File: src/rtl/acc_ram_ctrl.sv
// ---------------------------------------------------------------------------
// acc_ram_ctrl
//   Sequencer/arbiter in front of the single-port accumulator SRAM.
//   - Accumulate requests from the MAC engine become read-add-write
//     sequences, or a single write when acc_first_i marks an overwrite.
//   - Host readout requests share the RAM port, arbitrated round-robin.
//   - clr_all_i launches a zero-fill sweep of all DEPTH words.
//
// Ports
//   clk, rst            clock, asynchronous active-low reset
//   acc_valid_i/_ready_o accumulate handshake; acc_addr_i word index,
//                        acc_data_i signed partial sum, acc_first_i overwrite
//   host_req_i/_gnt_o   host read handshake; host_addr_i word index
//   host_rvalid_o       one-cycle pulse with host_rdata_o valid
//   clr_all_i           start zero-fill sweep (pulse)
//   busy_o              FSM not idle or sweep pending
//   ovf_o / ovf_clr_i   sticky signed-overflow flag and its clear
//   ram_*               SRAM interface (ram_we_o: 1 = read, 0 = write)
// ---------------------------------------------------------------------------
module acc_ram_ctrl #(
    parameter int ADDR_W = 13,
    parameter int DATA_W = 24,
    parameter int DEPTH  = 2048
) (
    input  logic                     clk,
    input  logic                     rst,
    input  logic                     acc_valid_i,
    output logic                     acc_ready_o,
    input  logic [ADDR_W-3:0]        acc_addr_i,
    input  logic signed [DATA_W-1:0] acc_data_i,
    input  logic                     acc_first_i,
    input  logic                     host_req_i,
    input  logic [ADDR_W-3:0]        host_addr_i,
    output logic                     host_gnt_o,
    output logic                     host_rvalid_o,
    output logic signed [DATA_W-1:0] host_rdata_o,
    input  logic                     clr_all_i,
    output logic                     busy_o,
    output logic                     ovf_o,
    input  logic                     ovf_clr_i,
    output logic                     ram_en_o,
    output logic                     ram_we_o,
    output logic [ADDR_W-1:0]        ram_w_addr_o,
    output logic [ADDR_W-1:0]        ram_r_addr_o,
    output logic [31:0]              ram_wdata_o,
    input  logic signed [DATA_W-1:0] ram_rdata_i
);

    localparam int IDX_W = ADDR_W - 2;

    typedef enum logic [2:0] {
        IDLE,
        RD,
        ADD,
        WR,
        HRD,
        HRSP,
        CLR
    } state_t;

    // Round-robin pointer: which requester wins when both ask.
    localparam logic RR_ACC  = 1'b0;
    localparam logic RR_HOST = 1'b1;

    state_t                     state_q, state_d;
    logic                       rr_q, rr_d;
    logic [IDX_W-1:0]           idx_q, idx_d;
    logic signed [DATA_W-1:0]   data_q, data_d;
    logic                       clr_pend_q, clr_pend_d;
    logic [IDX_W-1:0]           clr_cnt_q, clr_cnt_d;
    logic                       ovf_q, ovf_d;
    logic signed [DATA_W-1:0]   hrdata_q, hrdata_d;

    logic                       grant_acc;
    logic [IDX_W-1:0]           ram_idx;
    logic signed [DATA_W-1:0]   wdata;
    logic signed [DATA_W-1:0]   sum;

    // Two's-complement add, wrapping modulo 2^DATA_W.
    function automatic logic signed [DATA_W-1:0] wrap_add(
        input logic signed [DATA_W-1:0] a,
        input logic signed [DATA_W-1:0] b
    );
        return a + b;
    endfunction

    // Signed overflow: operands share a sign that the result does not.
    function automatic logic add_ovf(
        input logic signed [DATA_W-1:0] a,
        input logic signed [DATA_W-1:0] b,
        input logic signed [DATA_W-1:0] s
    );
        return (a[DATA_W-1] == b[DATA_W-1]) && (s[DATA_W-1] != a[DATA_W-1]);
    endfunction

    assign sum = wrap_add(ram_rdata_i, data_q);

    // Acc wins when it is alone or when the pointer favours it.
    assign grant_acc = acc_valid_i && (!host_req_i || rr_q == RR_ACC);

    always_comb begin
        state_d     = state_q;
        rr_d        = rr_q;
        idx_d       = idx_q;
        data_d      = data_q;
        clr_pend_d  = clr_pend_q;
        clr_cnt_d   = clr_cnt_q;
        ovf_d       = ovf_q;
        hrdata_d    = hrdata_q;
        acc_ready_o = 1'b0;
        host_gnt_o  = 1'b0;
        ram_en_o    = 1'b0;
        ram_we_o    = 1'b1;
        ram_idx     = idx_q;
        wdata       = data_q;

        // Clear first so that a set in ADD the same cycle takes priority.
        if (ovf_clr_i) begin
            ovf_d = 1'b0;
        end

        // A sweep requested while an op is in flight waits for IDLE.
        if (clr_all_i && state_q != IDLE && state_q != CLR) begin
            clr_pend_d = 1'b1;
        end

        case (state_q)
            IDLE: begin
                if (clr_all_i || clr_pend_q) begin
                    clr_pend_d = 1'b0;
                    clr_cnt_d  = '0;
                    state_d    = CLR;
                end else if (grant_acc) begin
                    acc_ready_o = 1'b1;
                    idx_d       = acc_addr_i;
                    data_d      = acc_data_i;
                    rr_d        = RR_HOST;
                    state_d     = acc_first_i ? WR : RD;
                end else if (host_req_i) begin
                    host_gnt_o = 1'b1;
                    idx_d      = host_addr_i;
                    rr_d       = RR_ACC;
                    state_d    = HRD;
                end
            end
            RD: begin
                ram_en_o = 1'b1;
                state_d  = ADD;
            end
            ADD: begin
                // Read data from RD is on ram_rdata_i this cycle.
                data_d = sum;
                if (add_ovf(ram_rdata_i, data_q, sum)) begin
                    ovf_d = 1'b1;
                end
                state_d = WR;
            end
            WR: begin
                ram_en_o = 1'b1;
                ram_we_o = 1'b0;
                state_d  = IDLE;
            end
            HRD: begin
                ram_en_o = 1'b1;
                state_d  = HRSP;
            end
            HRSP: begin
                hrdata_d = ram_rdata_i;
                state_d  = IDLE;
            end
            CLR: begin
                ram_en_o = 1'b1;
                ram_we_o = 1'b0;
                ram_idx  = clr_cnt_q;
                wdata    = '0;
                if (clr_all_i) begin
                    clr_cnt_d = '0;
                end else if (clr_cnt_q == IDX_W'(DEPTH - 1)) begin
                    clr_cnt_d = '0;
                    state_d   = IDLE;
                end else begin
                    clr_cnt_d = clr_cnt_q + 1'b1;
                end
            end
            default: begin
                state_d = IDLE;
            end
        endcase
    end

    always_ff @(posedge clk or negedge rst) begin
        if (!rst) begin
            state_q    <= IDLE;
            rr_q       <= RR_ACC;
            idx_q      <= '0;
            data_q     <= '0;
            clr_pend_q <= 1'b0;
            clr_cnt_q  <= '0;
            ovf_q      <= 1'b0;
            hrdata_q   <= '0;
        end else begin
            state_q    <= state_d;
            rr_q       <= rr_d;
            idx_q      <= idx_d;
            data_q     <= data_d;
            clr_pend_q <= clr_pend_d;
            clr_cnt_q  <= clr_cnt_d;
            ovf_q      <= ovf_d;
            hrdata_q   <= hrdata_d;
        end
    end

    // RAM controls decode straight from the state register, so an async
    // reset drops ram_en_o in the same cycle and no write can follow it.
    assign ram_w_addr_o = {ram_idx, 2'b00};
    assign ram_r_addr_o = {ram_idx, 2'b00};
    assign ram_wdata_o  = {{(32 - DATA_W){1'b0}}, wdata};

    // During HRSP the RAM output is forwarded so data and valid coincide;
    // afterwards the captured copy holds it until the next host read.
    assign host_rvalid_o = (state_q == HRSP);
    assign host_rdata_o  = (state_q == HRSP) ? ram_rdata_i : hrdata_q;

    assign busy_o = (state_q != IDLE) || clr_pend_q;
    assign ovf_o  = ovf_q;

endmodule

File: config.mk
export PLATFORM = sky130hd
export DESIGN_NAME = acc_ram_ctrl
export DESIGN_NICKNAME = d
export VERILOG_FILES = /design/src/rtl/acc_ram_ctrl.sv
export SDC_FILE = /design/constraint.sdc
export NUM_CORES = 1
export LEC_CHECK = 0
export ABC_AREA = 1
export CORE_MARGIN = 2
export CORE_UTILIZATION = 35
export DETAILED_ROUTE_END_ITERATION = 6
export GPL_ROUTABILITY_DRIVEN = 0
export GPL_TIMING_DRIVEN = 0
export PLACE_DENSITY = 0.68
export SLEW_MARGIN = 10
export SYNTH_ARGS = -nofsm -noshare
export SYNTH_HDL_FRONTEND = slang
export SYNTH_SLANG_ARGS = --single-unit
File: constraint.sdc
create_clock -name clk -period 2.44 [get_ports clk]
set_clock_uncertainty 0.15 [all_clocks]
set_input_delay 0.488 -clock clk [delete_from_list [all_inputs] [get_ports clk]]
set_output_delay 0.488 -clock clk [all_outputs]
set_load 0.1 [all_outputs]
==> key figures, run 1 <==
Routing
  – Vias: 6028
  – DRC violation count after routing: 0
  – Post-Route WL: 18200 um
  – DR vias/cell: 4.63
  – Initial drt markers: 324
  – Drt wl/cell: 14.0 um
  – Detail Route Antenna Nets: 0
  – Total iterations of the first detailed-routing run: 5

Global routing
  – M1 GR Usage: 25.6%
  – Busiest grt layer: met2
  – Largest net degree at the start of global routing: 52
  – First-pass GRT wire length: 29800 um
  – Met2 Use GR: 38.5%
  – Total gr overflow: 0
  – Initial antenna violation count: 0
  – Number of global-route vias before repair: 6117
  – Met3 Track Usage GR: 4.55%
  – Global Route Usage Sum: 21.4%

Timing
  – Worst setup margin: -0.0366 ns
  – Post-route setup TNS: -0.468 ns
  – Setup-failing EPs final: 22
  – Fin crit period: 2.48 ns
  – Slew Viols, Final: 0
  – RSZ-0062 raised after global routing: yes
  – Slew headroom: 36.7%
  – Final hold violation count: 0
  – Worst Max-Slew Pin Slew: 0.954 ns
  – Max Fclk: 404 MHz
  – Tcrit/Tclk final: 102%

Logic synthesis
  – Post-synthesis cell type count: 39
  – Synth Register Bits: 76
  – Largest cells by area after synthesis: dfrtp_1 33%, nand2_1 23%, inv_1 8.5%, ha_1 5.3%, nor2_1 4.0%
  – Seq/Total Area, Yosys: 33.5%
  – Syn. warnings: 0
  – Synth Instances: 877
  – Yosys top cell area share: 33.5%
  – Post-synth top area cell: dfrtp_1
  – Synthesized area: 5680 sq um
  – Synthesized area per cell: 6.48 sq um

CTS
  – CTS tree: yes
  – Clk Latency, worst-skew pair: 0.35 ns
  – H-tree lvl count: 3
  – Number of clock sinks: 76
  – Clk pin slew, worst setup/hold paths: 0.06 ns
  – CTS Buf Count: 9
  – Root Driver: clkbuf_16
  – Maximum buffer depth of the clock tree: 2

Worst setup path
  – Crit. End Element: primary output
  – Startpoint Class: flip-flop
  – CP Max Fanout: 10
  – Critical path arrival: 1.84 ns
  – Worst Path Required: 1.80 ns
  – Crit path kind: reg2out

Pwr
  – Clk network pwr share: 35.7%
  – Net Sw Frac: 33.3%
  – Sw Pwr: 1290 uW
  – Peak VDD IR: 0.367 mV
  – Pwr per Cell Area: 428 nW/um^2
  – Cell Int Power: 2580 uW
  – Lkg Pwr: 0.00465 uW
  – Comb power frac: 30.6%
  – Sequential power share: 33.7%
  – Power Total: 3870 uW

Floorplanning
  – Die X: 131 um
  – Starting density of the core: 35.8%
  – Die ar.: 17300 sq um
  – # rows: 46
  – Die Y: 131 um
  – I/O pin count: 166
  – Core Box Area: 15900 sq um

Status
  – Failing checks: negative setup slack
  – Status: finished, violations left

Placement
  – Dpl ws: -1.18 ns
  – I/O Buffers: 153
  – HPWL after detailed placement: 13800 um

Cells and area
  – Proportion of layout cells with a drive suffix above 1: 22.9%
  – Antenna Cells: 0
  – Layout area overhead: 59.3%
  – Nets: 1182

Run
  – MaxCap Viol Count: 0

Worst hold path
  – Hold WC Path Type: reg2reg
## layer usage
metal | vias up | share of wire [%]
met4 | 0 | 2.0
met5 | - | 0
met1 | 2773 | 42
met2 | 156 | 51
met3 | 18 | 5.0
li1 | 3081 | -
## logic make-up after synthesis
| family | synth area share, % |
|---|---|
| AND/OR/NAND/NOR | 36.5 |
| buffers and inverters | 13.7 |
| AO/OA/AOI/OAI | 8.98 |
| flip-flops | 33.5 |
| adder cells (fa/ha/maj) | 5.64 |
| XOR/XNOR | 1.70 |
| other | 0.0660 |
## path summary, 6_finish.rpt
path	start	cells after the start	slack (ns)	end
min reg2reg	hrdata_q[1]	2	0.32	hrdata_q[1]
min	hrdata_q[1]	2	0.32	hrdata_q[1]
max in group asynchronous	rst	3	1.09	state_q[0]
max reg2reg	state_q[0]	15	0.09	clr_cnt_q[7]
min in group asynchronous	rst	2	0.47	hrdata_q[2]
max	state_q[0]	8	-0.04	host_rdata_o[10]
## repair_timing
item,in CTS,in global routing
endpoints found under the hold margin,25,0
setup endpoints to repair,82,92
setup buffers,21,7
hold buffers,1,0
pin swaps,14,7
resized for setup,590,82
## power by group through the flow
stage | Clock (uW) | Combinational (uW) | Sequential [uW]
after floorplan | 0 | 751 | 1320
after global placement | 0 | 1030 | 1330
after detailed placement | 0 | 1050 | 1330
after CTS | 1420 | 1130 | 1300
after global routing | 1480 | 1250 | 1310
final | 1380 | 1180 | 1310
## worst max-delay path, cell delays in order, from the launching register on
cell	delay [ns]
dfrtp_2	0.42
inv_1	0.10
nor3_4	0.17
buf_6	0.16
buf_4	0.12
clkbuf_8	0.15
nand2_1	0.07
nand2_2	0.10
buf_12	0.18
## area by class of cell
| class | count | area, sq um |
|---|---|---|
| Buffer | 42 | 494 |
| Multi-Input combinational cell | 635 | 3340 |
| Sequential cell | 76 | 1910 |
| Tap cell | 216 | 270 |
| Clock inverter | 5 | 61.3 |
| Clock buffer | 11 | 243 |
| Inverter | 133 | 509 |
| Fill cell | 1509 | 6830 |
| Timing Repair Buffer | 183 | 2230 |
## registers in the layout (all words and copies together) (netlist names)
| signal | count |
|---|---|
| state_q | 3 |
| idx_q | 11 |
| clr_pend_q | 1 |
| ovf_o | 1 |
| rr_q | 1 |
| data_q | 24 |
| clr_cnt_q | 11 |
| hrdata_q | 24 |
## cells in the mapped netlist
library cell,count
nand2_1,352
inv_1,128
dfrtp_1,76
nor2_1,61
nand3_1,44
o21ai_0,39
ha_1,24
buf_4,23
a21oi_1,22
clkbuf_1,12
o21a_1,12
or2_2,12
xor2_1,8
buf_2,7
nand4_1,7
inv_2,4
a21o_1,3
a31oi_1,3
nand2_2,3
nand3b_1,3
nor3_1,3
o211ai_1,3
o21ai_1,3
xnor2_1,3
and3_1,2
buf_6,2
nor2_4,2
nor3_2,2
nor3_4,2
nor4_1,2
o22ai_1,2
a211oi_1,1
clkinv_2,1
conb_1,1
fa_1,1
nor2_8,1
nor3b_1,1
o31ai_1,1
o32ai_1,1
## cells in the final DEF, fill, tap and decap left out, types with 3 or more instances in the layout
cell type	synthesis	layout
a21o_1	3	3
a21oi_1	22	22
a31oi_1	3	3
buf_12	0	55
buf_2	7	9
buf_4	23	43
buf_6	2	28
buf_8	0	3
clkbuf_1	12	4
clkbuf_16	0	11
clkbuf_8	0	3
clkdlybuf4s50_1	0	73
clkinvlp_4	0	4
conb_1	1	12
dfrtp_1	76	73
dfrtp_2	0	3
ha_1	24	23
inv_1	128	124
inv_2	4	5
nand2_1	352	317
nand2_2	3	35
nand3_1	44	43
nand3b_1	3	3
nand4_1	7	7
nor2_1	61	58
nor2_4	2	4
nor3_4	2	5
o211ai_1	3	3
o21a_1	12	12
o21ai_0	39	27
o21ai_1	3	3
o21ai_4	0	11
or2_2	12	12
xnor2_1	3	3
xor2_1	8	8
## stage by stage
stage	hold slack [ns]	area (sq um)	cells	util [%]
detailed placement	0.288	7940	1258	50.0
CTS	0.326	8730	1296	55.0
global route	0.344	9050	1301	57.0
global placement	0.299	7910	1257	49.8
finish	0.324	9050	1301	57.0
floorplan	0.0424	6110	888	-
(Power assumes the default switching activity.)
==> run 2, diff against run 1 <==
--- a/config.mk
+++ b/config.mk
@@ -7,11 +7,12 @@
 export LEC_CHECK = 0
 export ABC_AREA = 1
 export CORE_MARGIN = 2
-export CORE_UTILIZATION = 35
+export CORE_UTILIZATION = 40
 export DETAILED_ROUTE_END_ITERATION = 6
+export DONT_BUFFER_PORTS = 1
 export GPL_ROUTABILITY_DRIVEN = 0
 export GPL_TIMING_DRIVEN = 0
-export PLACE_DENSITY = 0.68
+export PLACE_DENSITY = 0.6
 export SLEW_MARGIN = 10
 export SYNTH_ARGS = -nofsm -noshare
 export SYNTH_HDL_FRONTEND = slang
==> key figures, run 2 (synthesized netlist as in run 1, its figures left out) <==
Cells and area
  – Filler-free cell count of the finished design: 1130
  – Proportion of layout cells with a drive suffix above 1: 27.2%
  – Most frequent cells in the layout: 278 x nand2_1, 101 x inv_1, 73 x dfrtp_1
  – Antenna Cells: 0
  – Commonest non-fill, non-tap cell in the layout: nand2_1
  – Multi-input combinational cell area: 4200 sq um
  – Fill cell count: 1287
  – Nets: 1047
  – Final Util: 59.8%
  – Top Registers: data_q x24, hrdata_q x24
  – Layout area overhead: 46.2%
  – Reg area: 1910 sq um

Status
  – Failing checks: negative setup slack
  – Status: finished, violations left

Placement
  – HPWL after detailed placement: 12800 um
  – # placed instances: 1068
  – I/O Buffers: 0
  – Dpl ws: -0.662 ns

CTS
  – Number of clock sinks: 76
  – Clk pin slew, worst setup/hold paths: 0.07 ns
  – CTS tree: yes
  – Root Driver: clkbuf_16
  – CTS Buf Count: 9
  – H-tree lvl count: 3
  – Clk Latency, worst-skew pair: 0.36 ns
  – Maximum buffer depth of the clock tree: 2

Worst setup path
  – Critical path arrival: 2.18 ns
  – R2R Path Start: state_q[2]
  – CP startpoint: state_q[2]
  – Slowest library cell on the worst path: o21ai_4
  – Crit-path max cell delay: 0.65 ns
  – Worst Path Required: 1.80 ns
  – CP cell instances: inv_4, nor2_4, nand2_2, buf_8, clkinvlp_4, o21ai_4, buf_12
  – CP Max Fanout: 6
  – Crit. End Element: primary output
  – Crit path kind: reg2out
  – Startpoint Class: flip-flop

Timing
  – Fin crit period: 2.81 ns
  – Slew Viols, Final: 0
  – Tcrit/Tclk final: 115%
  – RSZ-0062 raised after global routing: yes
  – Max Fclk: 355 MHz
  – Hold Worst Slack: 0.0884 ns
  – Slew headroom: 33.9%
  – Final hold violation count: 0
  – Worst Max-Slew Pin Slew: 0.988 ns
  – Post-route setup TNS: -16.62 ns
  – Worst setup margin: -0.374 ns
  – Setup-failing EPs final: 73

Pwr
  – Sequential power share: 36.3%
  – Sw Pwr: 1270 uW
  – Comb power frac: 23.6%
  – Lkg Pwr: 0.00401 uW
  – Clk network pwr share: 40.1%
  – Pwr per Cell Area: 431 nW/um^2
  – Net Sw Frac: 35.6%
  – Cell Int Power: 2310 uW
  – Peak VDD IR: 0.431 mV

Global routing
  – Number of global-route vias before repair: 5397
  – Met3 Track Usage GR: 4.47%
  – Met2 Use GR: 42.7%
  – Busiest grt layer: met2
  – Total gr overflow: 0
  – Largest net degree at the start of global routing: 77
  – Initial antenna violation count: 0
  – First-pass GRT wire length: 28000 um
  – M1 GR Usage: 29.9%
  – Global Route Usage Sum: 24.5%

Run
  – MaxCap Viol Count: 0

Routing
  – Post-Route WL: 18200 um
  – Initial drt markers: 246
  – Drt wl/cell: 16.1 um
  – Total iterations of the first detailed-routing run: 4
  – Detail Route Antenna Nets: 0
  – Vias: 5548
  – DR vias/cell: 4.91
  – DRC violation count after routing: 0

Floorplanning
  – Die ar.: 15200 sq um
  – # rows: 43
  – Core Box Area: 13900 sq um
  – Starting density of the core: 40.9%
  – Die X: 123 um
  – Die Y: 123 um
  – I/O pin count: 166

Worst hold path
  – Hold_sp: ovf_clr_i
  – Hold WC Path Type: in2reg
-- run 2: cell count changes in the layout (fill, tap and decap cells not counted), moves of 7 or more --
cell and change:
buf_12 -42, buf_6 -20, clkbuf_16 +7, clkdlybuf4s50_1 -73, clkinvlp_4 +24, inv_1 -23, nand2_1 -39, nand2_2 -29
nand2_4 +23, nand2_8 +45, o21ai_0 -9
-- run 2: final timing paths --
kind,to,slack [ns],depth (start not counted)
worst min register to register,idx_q[1],0.34,1
min in group asynchronous,data_q[13],0.63,2
worst max-delay path,ram_w_addr_o[12],-0.37,7
worst max register to register,data_q[11],0,11
max in group asynchronous,state_q[2],1.20,2
worst min-delay path,ovf_o,0.09,1
-- run 2: cell type report --
type	instances	area share (%)
Inverter	133	7.31
Clock buffer	9	2.71
Buffer	43	6.78
Tap cell	180	2.71
Clock inverter	7	0.994
Sequential cell	76	22.9
Timing Repair Buffer	46	5.97
Multi-Input combinational cell	636	50.6
-- run 2: metrics by stage --
step	area, sq um	power [uW]
final	8310	3580
after global routing	8310	3720
after CTS	7780	3600
after detailed placement	6330	2130
after global placement	6330	2120
after floorplan	6110	2070
-- run 2: worst max-delay path, delay by kind of cell, from the launching register on --
family	cells	cell delay, ns
AO/OA/AOI/OAI	1	0.65
buffers and inverters	4	0.62
flip-flops	1	0.43
AND/OR/NAND/NOR	2	0.10
-- run 2: power groups by stage --
stage | logic [uW] | clock network, uW | registers [uW]
4_1_cts | 847 | 1450 | 1300
3_5_place_dp | 802 | 0 | 1330
2_1_floorplan | 751 | 0 | 1320
6_report | 844 | 1440 | 1300
3_3_place_gp | 800 | 0 | 1320
5_1_grt | 904 | 1510 | 1310
-- run 2: timing repair --
item                                   in CTS  in global routing
gates resized for setup                   180                 91
endpoints found under the hold margin      76                  0
buffers inserted                           18                 23
pin swaps                                  36                 29
hold buffers                                2                  0
setup endpoints to repair                  99                 97
gates cloned                                4                  1
-- run 2: per-layer routing --
layer  part of all wire [%]  vias up
li1                       -     2832
met1                     41     2560
met2                     50      129
met3                    6.7       27
met4                    2.6        0
met5                      0        -
